--- config.mk ---
export PLATFORM = sky130hd
export DESIGN_NAME = fetch_queue_flat
export DESIGN_NICKNAME = d
export VERILOG_FILES = /design/src/rtl/fetch_queue_pkg.sv /design/src/rtl/fetch_queue_if.sv /design/src/rtl/fetch_queue.sv /design/src/flat_wrapper.sv
export SDC_FILE = /design/constraint.sdc
export NUM_CORES = 1
export LEC_CHECK = 0
export ABC_AREA = 0
export BUFFER_PORTS_ARGS = -buffer_cell sky130_fd_sc_hd__buf_2
export CORE_MARGIN = 2
export CORE_UTILIZATION = 54
export CTS_CLUSTER_DIAMETER = 100
export CTS_CLUSTER_SIZE = 25
export DETAILED_ROUTE_END_ITERATION = 6
export HOLD_SLACK_MARGIN = 0.1
export MAX_ROUTING_LAYER = met4
export PLACE_DENSITY = 0.77
export SYNTH_ARGS = -nofsm -noshare
export SYNTH_HDL_FRONTEND = slang
export SYNTH_SLANG_ARGS = --single-unit
--- constraint.sdc ---
create_clock -name clk -period 9.28 [get_ports clk]
set_clock_uncertainty 0.15 [all_clocks]
set_input_delay 1.392 -clock clk [delete_from_list [all_inputs] [get_ports clk]]
set_output_delay 1.392 -clock clk [all_outputs]
set_load 0.01 [all_outputs]
--- src/rtl/fetch_queue_pkg.sv ---
// Types and constants shared by the IF/ID stages and the fetch queue between them.
package fetch_queue_pkg;

   localparam logic [31:0] RESET_VECTOR = 32'h0040_0000;
   localparam logic [31:0] NOP_INST     = 32'h0000_0000;

   typedef struct packed {
      logic [31:0] pc;
      logic [31:0] inst;
   } fetch_entry_t;

   // Occupancy classes of the queue; tracked as a registered state
   typedef enum logic [1:0] {
      StEmpty,
      StPartial,
      StFull
   } fq_state_e;

endpackage

--- src/rtl/fetch_queue_if.sv ---
// Fetch-to-decode handshake bundle: IF push side, ID pop side, flush and occupancy.
interface fetch_queue_if #(
   parameter int unsigned DEPTH = 4
);
   localparam int unsigned CntW = $clog2(DEPTH) + 1;

   logic            in_valid;
   logic            in_ready;
   logic [31:0]     in_pc;
   logic [31:0]     in_inst;
   logic            out_valid;
   logic            out_ready;
   logic [31:0]     out_pc;
   logic [31:0]     out_inst;
   logic            flush;
   logic [CntW-1:0] count;

   // Pipeline side: drives fetched pairs, decode acceptance and redirects
   modport master (
      output in_valid, in_pc, in_inst, out_ready, flush,
      input  in_ready, out_valid, out_pc, out_inst, count
   );

   // Queue side
   modport slave (
      input  in_valid, in_pc, in_inst, out_ready, flush,
      output in_ready, out_valid, out_pc, out_inst, count
   );

endinterface

--- src/rtl/fetch_queue.sv ---
// In-order decoupling queue of (PC, instruction) pairs between IF and ID.
module fetch_queue
   import fetch_queue_pkg::*;
#(
   parameter int unsigned DEPTH    = 4,
   parameter logic [31:0] RESET_PC = RESET_VECTOR
) (
   input logic          clk,
   input logic          reset,
   fetch_queue_if.slave fq_io
);

   localparam int unsigned PtrW = $clog2(DEPTH);
   localparam int unsigned CntW = $clog2(DEPTH) + 1;
   localparam logic [CntW-1:0] FullCnt = CntW'(DEPTH);
   localparam logic [CntW-1:0] OneCnt  = CntW'(1);

   fetch_entry_t    mem_q [DEPTH];
   logic [PtrW-1:0] wr_ptr_q, wr_ptr_d;
   logic [PtrW-1:0] rd_ptr_q, rd_ptr_d;
   logic [CntW-1:0] cnt_q, cnt_d;
   fq_state_e       state_q, state_d;

   logic push, pop;
   logic in_ready, out_valid;

   // Handshake outputs come from registered state only
   assign in_ready  = (state_q != StFull);
   assign out_valid = (state_q != StEmpty);

   assign push = fq_io.in_valid & in_ready & ~fq_io.flush;
   assign pop  = out_valid & fq_io.out_ready & ~fq_io.flush;

   always_comb begin
      wr_ptr_d = wr_ptr_q;
      rd_ptr_d = rd_ptr_q;
      cnt_d    = cnt_q;
      if (fq_io.flush) begin
         wr_ptr_d = '0;
         rd_ptr_d = '0;
         cnt_d    = '0;
      end else begin
         if (push) wr_ptr_d = wr_ptr_q + PtrW'(1);
         if (pop)  rd_ptr_d = rd_ptr_q + PtrW'(1);
         unique case ({push, pop})
            2'b10:   cnt_d = cnt_q + OneCnt;
            2'b01:   cnt_d = cnt_q - OneCnt;
            default: cnt_d = cnt_q;
         endcase
      end
   end

   always_comb begin
      state_d = state_q;
      case (state_q)
         StEmpty:   if (push) state_d = StPartial;
         StPartial: begin
            if (push && !pop && cnt_q == FullCnt - OneCnt) begin
               state_d = StFull;
            end else if (pop && !push && cnt_q == OneCnt) begin
               state_d = StEmpty;
            end
         end
         StFull:    if (pop) state_d = StPartial;
         default:   state_d = StEmpty;
      endcase
      if (fq_io.flush) state_d = StEmpty;
   end

   always_ff @(posedge clk or posedge reset) begin
      if (reset) begin
         wr_ptr_q <= '0;
         rd_ptr_q <= '0;
         cnt_q    <= '0;
         state_q  <= StEmpty;
      end else begin
         wr_ptr_q <= wr_ptr_d;
         rd_ptr_q <= rd_ptr_d;
         cnt_q    <= cnt_d;
         state_q  <= state_d;
      end
   end

   always_ff @(posedge clk or posedge reset) begin
      if (reset) begin
         for (int i = 0; i < int'(DEPTH); i++) mem_q[i] <= '0;
      end else if (push) begin
         mem_q[wr_ptr_q] <= '{pc: fq_io.in_pc, inst: fq_io.in_inst};
      end
   end

   // Empty queue presents a NOP bubble at the reset vector
   always_comb begin
      fq_io.out_pc   = RESET_PC;
      fq_io.out_inst = NOP_INST;
      if (out_valid) begin
         fq_io.out_pc   = mem_q[rd_ptr_q].pc;
         fq_io.out_inst = mem_q[rd_ptr_q].inst;
      end
   end

   assign fq_io.in_ready  = in_ready;
   assign fq_io.out_valid = out_valid;
   assign fq_io.count     = cnt_q;

endmodule

--- src/flat_wrapper.sv ---
// flat-port wrapper written by rule: the top's interface ports become plain ports
module fetch_queue_flat import fetch_queue_pkg::*;
#(
   parameter int unsigned DEPTH    = 4,
   parameter logic [31:0] RESET_PC = RESET_VECTOR
)
  (clk, reset, fq_io_in_valid, fq_io_in_pc, fq_io_in_inst, fq_io_out_ready, fq_io_flush, fq_io_in_ready, fq_io_out_valid, fq_io_out_pc, fq_io_out_inst, fq_io_count);
  fetch_queue_if #(.DEPTH(DEPTH)) fq_io_i ();
  input logic clk;
  input logic reset;
  input wire logic [$bits(fq_io_i.in_valid)-1:0] fq_io_in_valid;
  input wire logic [$bits(fq_io_i.in_pc)-1:0] fq_io_in_pc;
  input wire logic [$bits(fq_io_i.in_inst)-1:0] fq_io_in_inst;
  input wire logic [$bits(fq_io_i.out_ready)-1:0] fq_io_out_ready;
  input wire logic [$bits(fq_io_i.flush)-1:0] fq_io_flush;
  output wire logic [$bits(fq_io_i.in_ready)-1:0] fq_io_in_ready;
  output wire logic [$bits(fq_io_i.out_valid)-1:0] fq_io_out_valid;
  output wire logic [$bits(fq_io_i.out_pc)-1:0] fq_io_out_pc;
  output wire logic [$bits(fq_io_i.out_inst)-1:0] fq_io_out_inst;
  output wire logic [$bits(fq_io_i.count)-1:0] fq_io_count;
  assign fq_io_i.in_valid = fq_io_in_valid;
  assign fq_io_i.in_pc = fq_io_in_pc;
  assign fq_io_i.in_inst = fq_io_in_inst;
  assign fq_io_i.out_ready = fq_io_out_ready;
  assign fq_io_i.flush = fq_io_flush;
  assign fq_io_in_ready = fq_io_i.in_ready;
  assign fq_io_out_valid = fq_io_i.out_valid;
  assign fq_io_out_pc = fq_io_i.out_pc;
  assign fq_io_out_inst = fq_io_i.out_inst;
  assign fq_io_count = fq_io_i.count;
  fetch_queue #(.DEPTH(DEPTH), .RESET_PC(RESET_PC)) u_core (.clk(clk), .reset(reset), .fq_io(fq_io_i));
endmodule
==> results.json, run 1 <==
{
  "grt.overflow.total": 0,
  "clk_path_buf_depth": 3,
  "via_count": 6670,
  "syn_avg_cell_area_um2": 17.2,
  "cp-start-kind": "flip-flop",
  "drt-initial-drc-count": 330,
  "htree_levels": 1,
  "cp_max_fo": 44,
  "crit_arrival_ns": 2.91,
  "routedWlPerCell_um": 20.4,
  "yosysTopAreaCellShare_pct": 51.0,
  "clock_sinks": 265,
  "period_needed_ns": 4.45,
  "syn_inst": 757,
  "holdPathEnd": "u_core.mem_q[165]$_DFFE_PP0P_",
  "cp_top_family": "buffers and inverters",
  "grt_max_degree": 134,
  "tightest_slew_ns": 0.930,
  "place_ws_ns": 5.30,
  "postSynthNetCount": 834,
  "cp-end-kind": "output pin",
  "grt_pass1_wl_um": 40800,
  "path_depth": 4,
  "setup_viol": 0,
  "port_buffers": 137,
  "rows": 56,
  "outcome": "complete, no violations",
  "antenna_found_initial": 3,
  "die_width_um": 159,
  "ys_ff_latch": 265,
  "whs_ns": 0.359,
  "gp_congestion": 0.723,
  "whs_path_depth": 1,
  "timing.rr.start": "u_core.state_q[0]$_DFFE_PP0P_",
  "multi_input_area_mm2": 0.00581,
  "cts_setup_buffers": 0,
  "synthMostInstantiatedCell": "dfrtp_1",
  "syn_area_mm2": 0.0130,
  "antenna_left": 0,
  "synth_edf_count": 0,
  "first_global_vias": 7385,
  "crit_chain": "buf_4, mux4_2, and2_1, buf_2",
  "cts_root_buffer": "clkbuf_16",
  "ys_warn_count": 0,
  "min_path_type": "flip-flop to flip-flop",
  "die-area_mm2": 0.0253,
  "combPwrFrac_pct": 25.0,
  "switching_share_pct": 24.9,
  "fillers": 1810,
  "ys_async_sr_fraction_pct": 100,
  "cts_buffers": 14,
  "io_pins": 138,
  "postLayoutCoreUtil_pct": 59.6,
  "clk_latency_ns": 0.48,
  "drv_slew": 0,
  "finalPower_mw": 3.09,
  "leakagePower_nw": 6.88,
  "dpl.cell_count": 1168,
  "worst_slack_ns": 4.83,
  "die_h_um": 159,
  "vdd_drop_max_v": 0.000134,
  "slowest_delay_ns": 0.75,
  "area_growth_pct": 7.98,
  "drt-vias-per-instance": 5.61,
  "fmax_ghz": 0.224,
  "clkTransAtPathRegs_ns": 0.10,
  "seq_area_frac_synth_pct": 51.0,
  "slew_headroom_pct": 38.0,
  "critPathSlowestCell": "dfrtp_4",
  "r2r_cells": 4,
  "drv_cap": 0,
  "rrSetupSlack_ns": 6.64,
  "nNetsFinal": 942,
  "synth.area.top_cells": "dfrtp_1 (51%), mux2_4 (21%), mux4_2 (11%)",
  "final_area_mm2": 0.0140,
  "p_clk_share_pct": 21.5,
  "track_usage_pct": 20.4,
  "path_buf_inv": 2,
  "cts_resized": 0,
  "first_pass_iters": 4,
  "final_cells": 1190,
  "path_class": "flip-flop to output pin",
  "grt_setup_unrepaired": "no",
  "regToRegEndpoint": "u_core.mem_q[226]$_DFFE_PP0P_",
  "ys_types": 29,
  "initial_core_util_pct": 55.2,
  "drive_gt1_share_pct": 56.4,
  "wl_um": 24300,
  "p_int_mw": 2.32,
  "post-dp-hpwl_um": 14000,
  "holdCritStartpoint": "u_core.mem_q[165]$_DFFE_PP0P_",
  "p_seq_share_pct": 53.4,
  "cts_tree": "done",
  "regArea_mm2": 0.00664,
  "synthTopCellsByCount": "dfrtp_1 (265), mux2_4 (180), mux2_2 (77)",
  "synth_ff_type": "dfrtp_1",
  "core_mm2": 0.0235,
  "cp.required_ns": 7.74,
  "place_area_mm2": 0.0136,
  "synth_top_area_cell": "dfrtp_1",
  "tns_ns": 0,
  "p_per_area_mw_per_mm2": 220,
  "hold_violations": 0,
  "power_switching_mw": 0.771,
  "route.detailed.drc": 0,
  "postCtsHoldBufs": 0,
  "finalCritPeriodShare_pct": 48.0
}
## state kept, by name, indices dropped and copies added (netlist names)
signal and cells:
u_core.mem_q 256, u_core.fq_io.count 3, u_core.rd_ptr_q 2, u_core.state_q 2
u_core.wr_ptr_q 2
## routing by layer
layer	GRT usage, %	share of wire (%)
met5	-	0
met4	3.26	1.2
met3	2.97	4.3
met2	31.7	47
met1	29.3	48
## cells in the final DEF, fill, tap and decap left out, drive strengths merged
master  count
a211oi      1
a21oi       3
a31oi       2
and2       63
and3b       1
buf       143
clkbuf     17
dfrtp     265
diode       4
ha          8
inv         7
mux2      257
mux2i       1
mux4       64
nand2       9
nand2b      1
nand3       7
nand4b      3
nor2        6
o21a        1
o21bai      1
o221ai      1
o22a        1
or2         1
xnor2       3
xor2        1
## kinds of logic (layout without fill, tap and decap cells)
family | after synthesis | count (layout) | share of synthesized area [%]
buffers and inverters | 57 | 167 | 4.26
multiplexers | 322 | 322 | 38.6
other | 0 | 4 | 0
adder cells (fa/ha/maj) | 8 | 8 | 0.770
XOR/XNOR | 4 | 4 | 0.270
flip-flops | 265 | 265 | 51.0
AO/OA/AOI/OAI | 10 | 10 | 0.520
AND/OR/NAND/NOR | 91 | 91 | 4.53
## final cells by class
| type | count | area share (%) |
|---|---|---|
| diodes | 4 | 0.0713 |
| clock buffers | 17 | 2.80 |
| clock inverters | 1 | 0.0624 |
| inverters | 6 | 0.214 |
| multi-input cells | 435 | 41.4 |
| flip-flops and latches | 265 | 47.3 |
| well taps | 319 | 2.84 |
| repair buffers | 143 | 5.30 |
## power by group through the flow
stage / registers [mW] / clock network [mW] / logic, mW
after floorplan: 1.60 / 0 / 0.664
after global placement: 1.66 / 0 / 0.759
after detailed placement: 1.67 / 0 / 0.784
after CTS: 1.65 / 0.691 / 0.784
after global routing: 1.69 / 0.733 / 0.838
final: 1.65 / 0.666 / 0.774
## worst max-delay path by stage
stage	to	from	slack (ns)
4_1_cts	fq_io_out_inst[23]	u_core.rd_ptr_q[0]$_DFFE_PP0P_	4.76
2_1_floorplan	u_core.fq_io.count[0]$_DFFE_PP0P_	reset	0.44
6_report	fq_io_out_inst[23]	u_core.rd_ptr_q[0]$_DFFE_PP0P_	4.83
5_1_grt	fq_io_out_inst[23]	u_core.rd_ptr_q[0]$_DFFE_PP0P_	4.63
3_3_place_gp	fq_io_out_inst[30]	u_core.rd_ptr_q[0]$_DFFE_PP0P_	5.31
3_5_place_dp	fq_io_out_inst[3]	u_core.rd_ptr_q[0]$_DFFE_PP0P_	5.30
## worst register-to-register path, stage by stage (launching register included)
cell and delay, ns:
dfrtp_1 0.52, nand2b_4 0.24, and3b_1 0.53, nand2_8 0.54
mux2_4 0.53
Note: power is estimated with default switching activity, not from simulation.
==> run 2: changes to the inputs <==
ABC_AREA = 1   (was 0)
CORE_UTILIZATION = 59   (was 54)
PLACE_DENSITY = 0.8   (was 0.77)
clock period = 4.2 ns   (was 9.28 ns; I/O delays follow)
==> run 2 against run 1 <==
Effect of this change:
- first-iteration DRC count rose to 2.8 times the previous value
- sequential share of layout area up 1.8 points
- combinational power up 130%
- register-to-register slack worse by 4.9 ns
- clock power up 120%
- critical endpoint is now fq_io_out_pc[29]
- largest cell class unchanged
==> results.json, run 2 <==
{
  "outcome": "complete, no violations",
  "fillers": 1804,
  "multi_input_area_mm2": 0.00498,
  "top_layer": "met4",
  "place_area_mm2": 0.0131,
  "slew_headroom_pct": 19.1,
  "worst_slack_ns": 0.632,
  "die_width_um": 151,
  "synth_edf_count": 0,
  "period_needed_ns": 3.57,
  "cts_buffers": 14,
  "grt_setup_unrepaired": "no",
  "crit_arrival_ns": 2.79,
  "core_mm2": 0.0212,
  "port_buffers": 137,
  "clk_path_buf_depth": 3,
  "synthXorXnorAreaFrac_pct": 0.0686,
  "drive_gt1_share_pct": 20.2,
  "via_count": 10000,
  "mostFrequentLayoutCell": "nand2_1",
  "initial_core_util_pct": 60.3,
  "area_growth_pct": 5.85,
  "synth_top_family_by_area": "compound AO/OA/AOI/OAI gates",
  "first_pass_iters": 7,
  "cp_max_fo": 76,
  "timing.rr.start": "u_core.state_q[0]$_DFFE_PP0P_",
  "synthTopCellsByCount": "nand2_1 (275), dfrtp_1 (265), nor2_1 (257)",
  "drt-initial-drc-count": 934,
  "syn_inst": 1467,
  "min_path_type": "input port to asynchronous set/reset pin",
  "cts_setup_buffers": 0,
  "postCtsHoldBufs": 0,
  "finalPower_mw": 6.82,
  "track_usage_pct": 25.8,
  "htree_levels": 1,
  "gp_congestion": 0.767,
  "syn_area_mm2": 0.0128,
  "rows": 53,
  "die_h_um": 151,
  "synth.area.top_cells": "dfrtp_1 (52%), o21ai_2 (8.3%), nand2_1 (8.1%)",
  "ys_async_sr_fraction_pct": 100,
  "nNetsFinal": 1608,
  "io_pins": 138,
  "largest_reg_flops": 256,
  "cp-startpoint": "u_core.rd_ptr_q[0]$_DFFE_PP0P_",
  "grt_pass1_wl_um": 46400,
  "cp.required_ns": 3.42,
  "ys_warn_count": 0,
  "regArea_mm2": 0.00664,
  "grt_max_degree": 188,
  "route.detailed.drc": 0,
  "tightest_slew_ns": 1.21,
  "leakagePower_nw": 6.65,
  "synthMostInstantiatedCell": "nand2_1",
  "top_register": "u_core.mem_q",
  "synth_ff_type": "dfrtp_1",
  "synthAdderAreaFrac_pct": 0.784,
  "clk_latency_ns": 0.49,
  "r2r_cells": 8,
  "synth_top_area_cell": "dfrtp_1",
  "finalCritPeriodShare_pct": 84.9,
  "seq_area_frac_synth_pct": 52.0,
  "synthMuxAreaShare_pct": 0,
  "wl_um": 28100,
  "regToRegEndpoint": "u_core.mem_q[12]$_DFFE_PP0P_",
  "fmax_ghz": 0.280,
  "postSynthNetCount": 1544,
  "setup_viol": 0,
  "drt-vias-per-instance": 5.54,
  "yosysTopAreaCellShare_pct": 52.0,
  "cp-end-kind": "output pin",
  "drt-met1-wl_um": 12600,
  "place_ws_ns": 1.22,
  "vdd_drop_max_v": 0.000282,
  "rrSetupSlack_ns": 1.69,
  "postLayoutCoreUtil_pct": 63.9,
  "antenna_found_initial": 1,
  "drv_slew": 0,
  "mostFrequentLayoutCells": "nand2_1 (275), dfrtp_1 (263), nor2_1 (256), o21ai_1 (139), buf_2 (137)",
  "grt.overflow.total": 0,
  "path_class": "flip-flop to output pin",
  "ys_ff_latch": 265,
  "hold_violations": 0,
  "die-area_mm2": 0.0228,
  "clkTransAtPathRegs_ns": 0.10,
  "final_area_mm2": 0.0135,
  "ys_types": 25,
  "whs_ns": 0.274,
  "cts_root_buffer": "clkbuf_16",
  "synth_compound_area_share_pct": 21.5,
  "first_global_vias": 9431,
  "met3_length_um": 1620,
  "p_per_area_mw_per_mm2": 505,
  "cts_resized": 0,
  "drv_cap": 0,
  "cts_tree": "done",
  "synth-simple-area-share_pct": 16.6,
  "cp-start-kind": "flip-flop",
  "routedWlPerCell_um": 15.5,
  "antenna_left": 0,
  "clock_sinks": 265,
  "wl_met2_um": 13300,
  "post-dp-hpwl_um": 16600,
  "syn_avg_cell_area_um2": 8.70
}
[run 2: cells by family after synthesis]
family | count (synthesis)
AOI/OAI and AO/OA | 457
buffers and inverters | 186
DFF | 265
adders and majority gates | 8
and+or+nand+nor | 550
xor gates and xnor gates | 1
[run 2: how the worst max path moves through the flow]
| stage | end | cells past startpoint |
|---|---|---|
| final | fq_io_out_pc[29] | 5 |
| after global routing | fq_io_out_inst[23] | 6 |
| after CTS | fq_io_out_inst[30] | 6 |
| after detailed placement | fq_io_out_inst[30] | 6 |
| after global placement | fq_io_out_inst[30] | 6 |
| after floorplan | u_core.fq_io.count[0]$_DFFE_PP0P_ | 1 |
[run 2: cell type report]
class                   count  share of cell area, %
diodes                      1                 0.0185
clock inverters             2                  0.102
flip-flops and latches    265                   49.1
repair buffers            155                   6.26
well taps                 275                   2.55
clock buffers              16                   2.81
multi-input cells        1016                   36.9
inverters                  79                   2.25
[run 2: critical path, stage by stage, from the launching register on]
cell,delay [ns]
dfrtp_4,0.80
clkinv_2,0.13
buf_4,0.58
o21ai_0,0.21
a21oi_1,0.29
buf_2,0.20
[run 2: metal layers]
layer,up-vias,GRT usage [%]
met5,-,-
met4,0,5.93
met3,40,3.34
met2,295,41.6
met1,4793,35.4
li1,4887,-
[run 2: per-stage QoR]
stage	cells	setup TNS, ns
6_report	1809	0
5_1_grt	1809	0
4_1_cts	1808	0
3_5_place_dp	1790	0
3_3_place_gp	1790	0
2_1_floorplan	1467	-20.54
[run 2: report_power, final]
| group | internal (mW) | leakage [nW] | total (mW) | switching (mW) |
|---|---|---|---|---|
| clock | 0.652 | 0.194 | 1.44 | 0.788 |
| combinational | 0.731 | 3.06 | 1.80 | 1.07 |
| sequential | 3.20 | 3.39 | 3.58 | 0.380 |
| total | 4.58 | 6.65 | 6.82 | 2.24 |
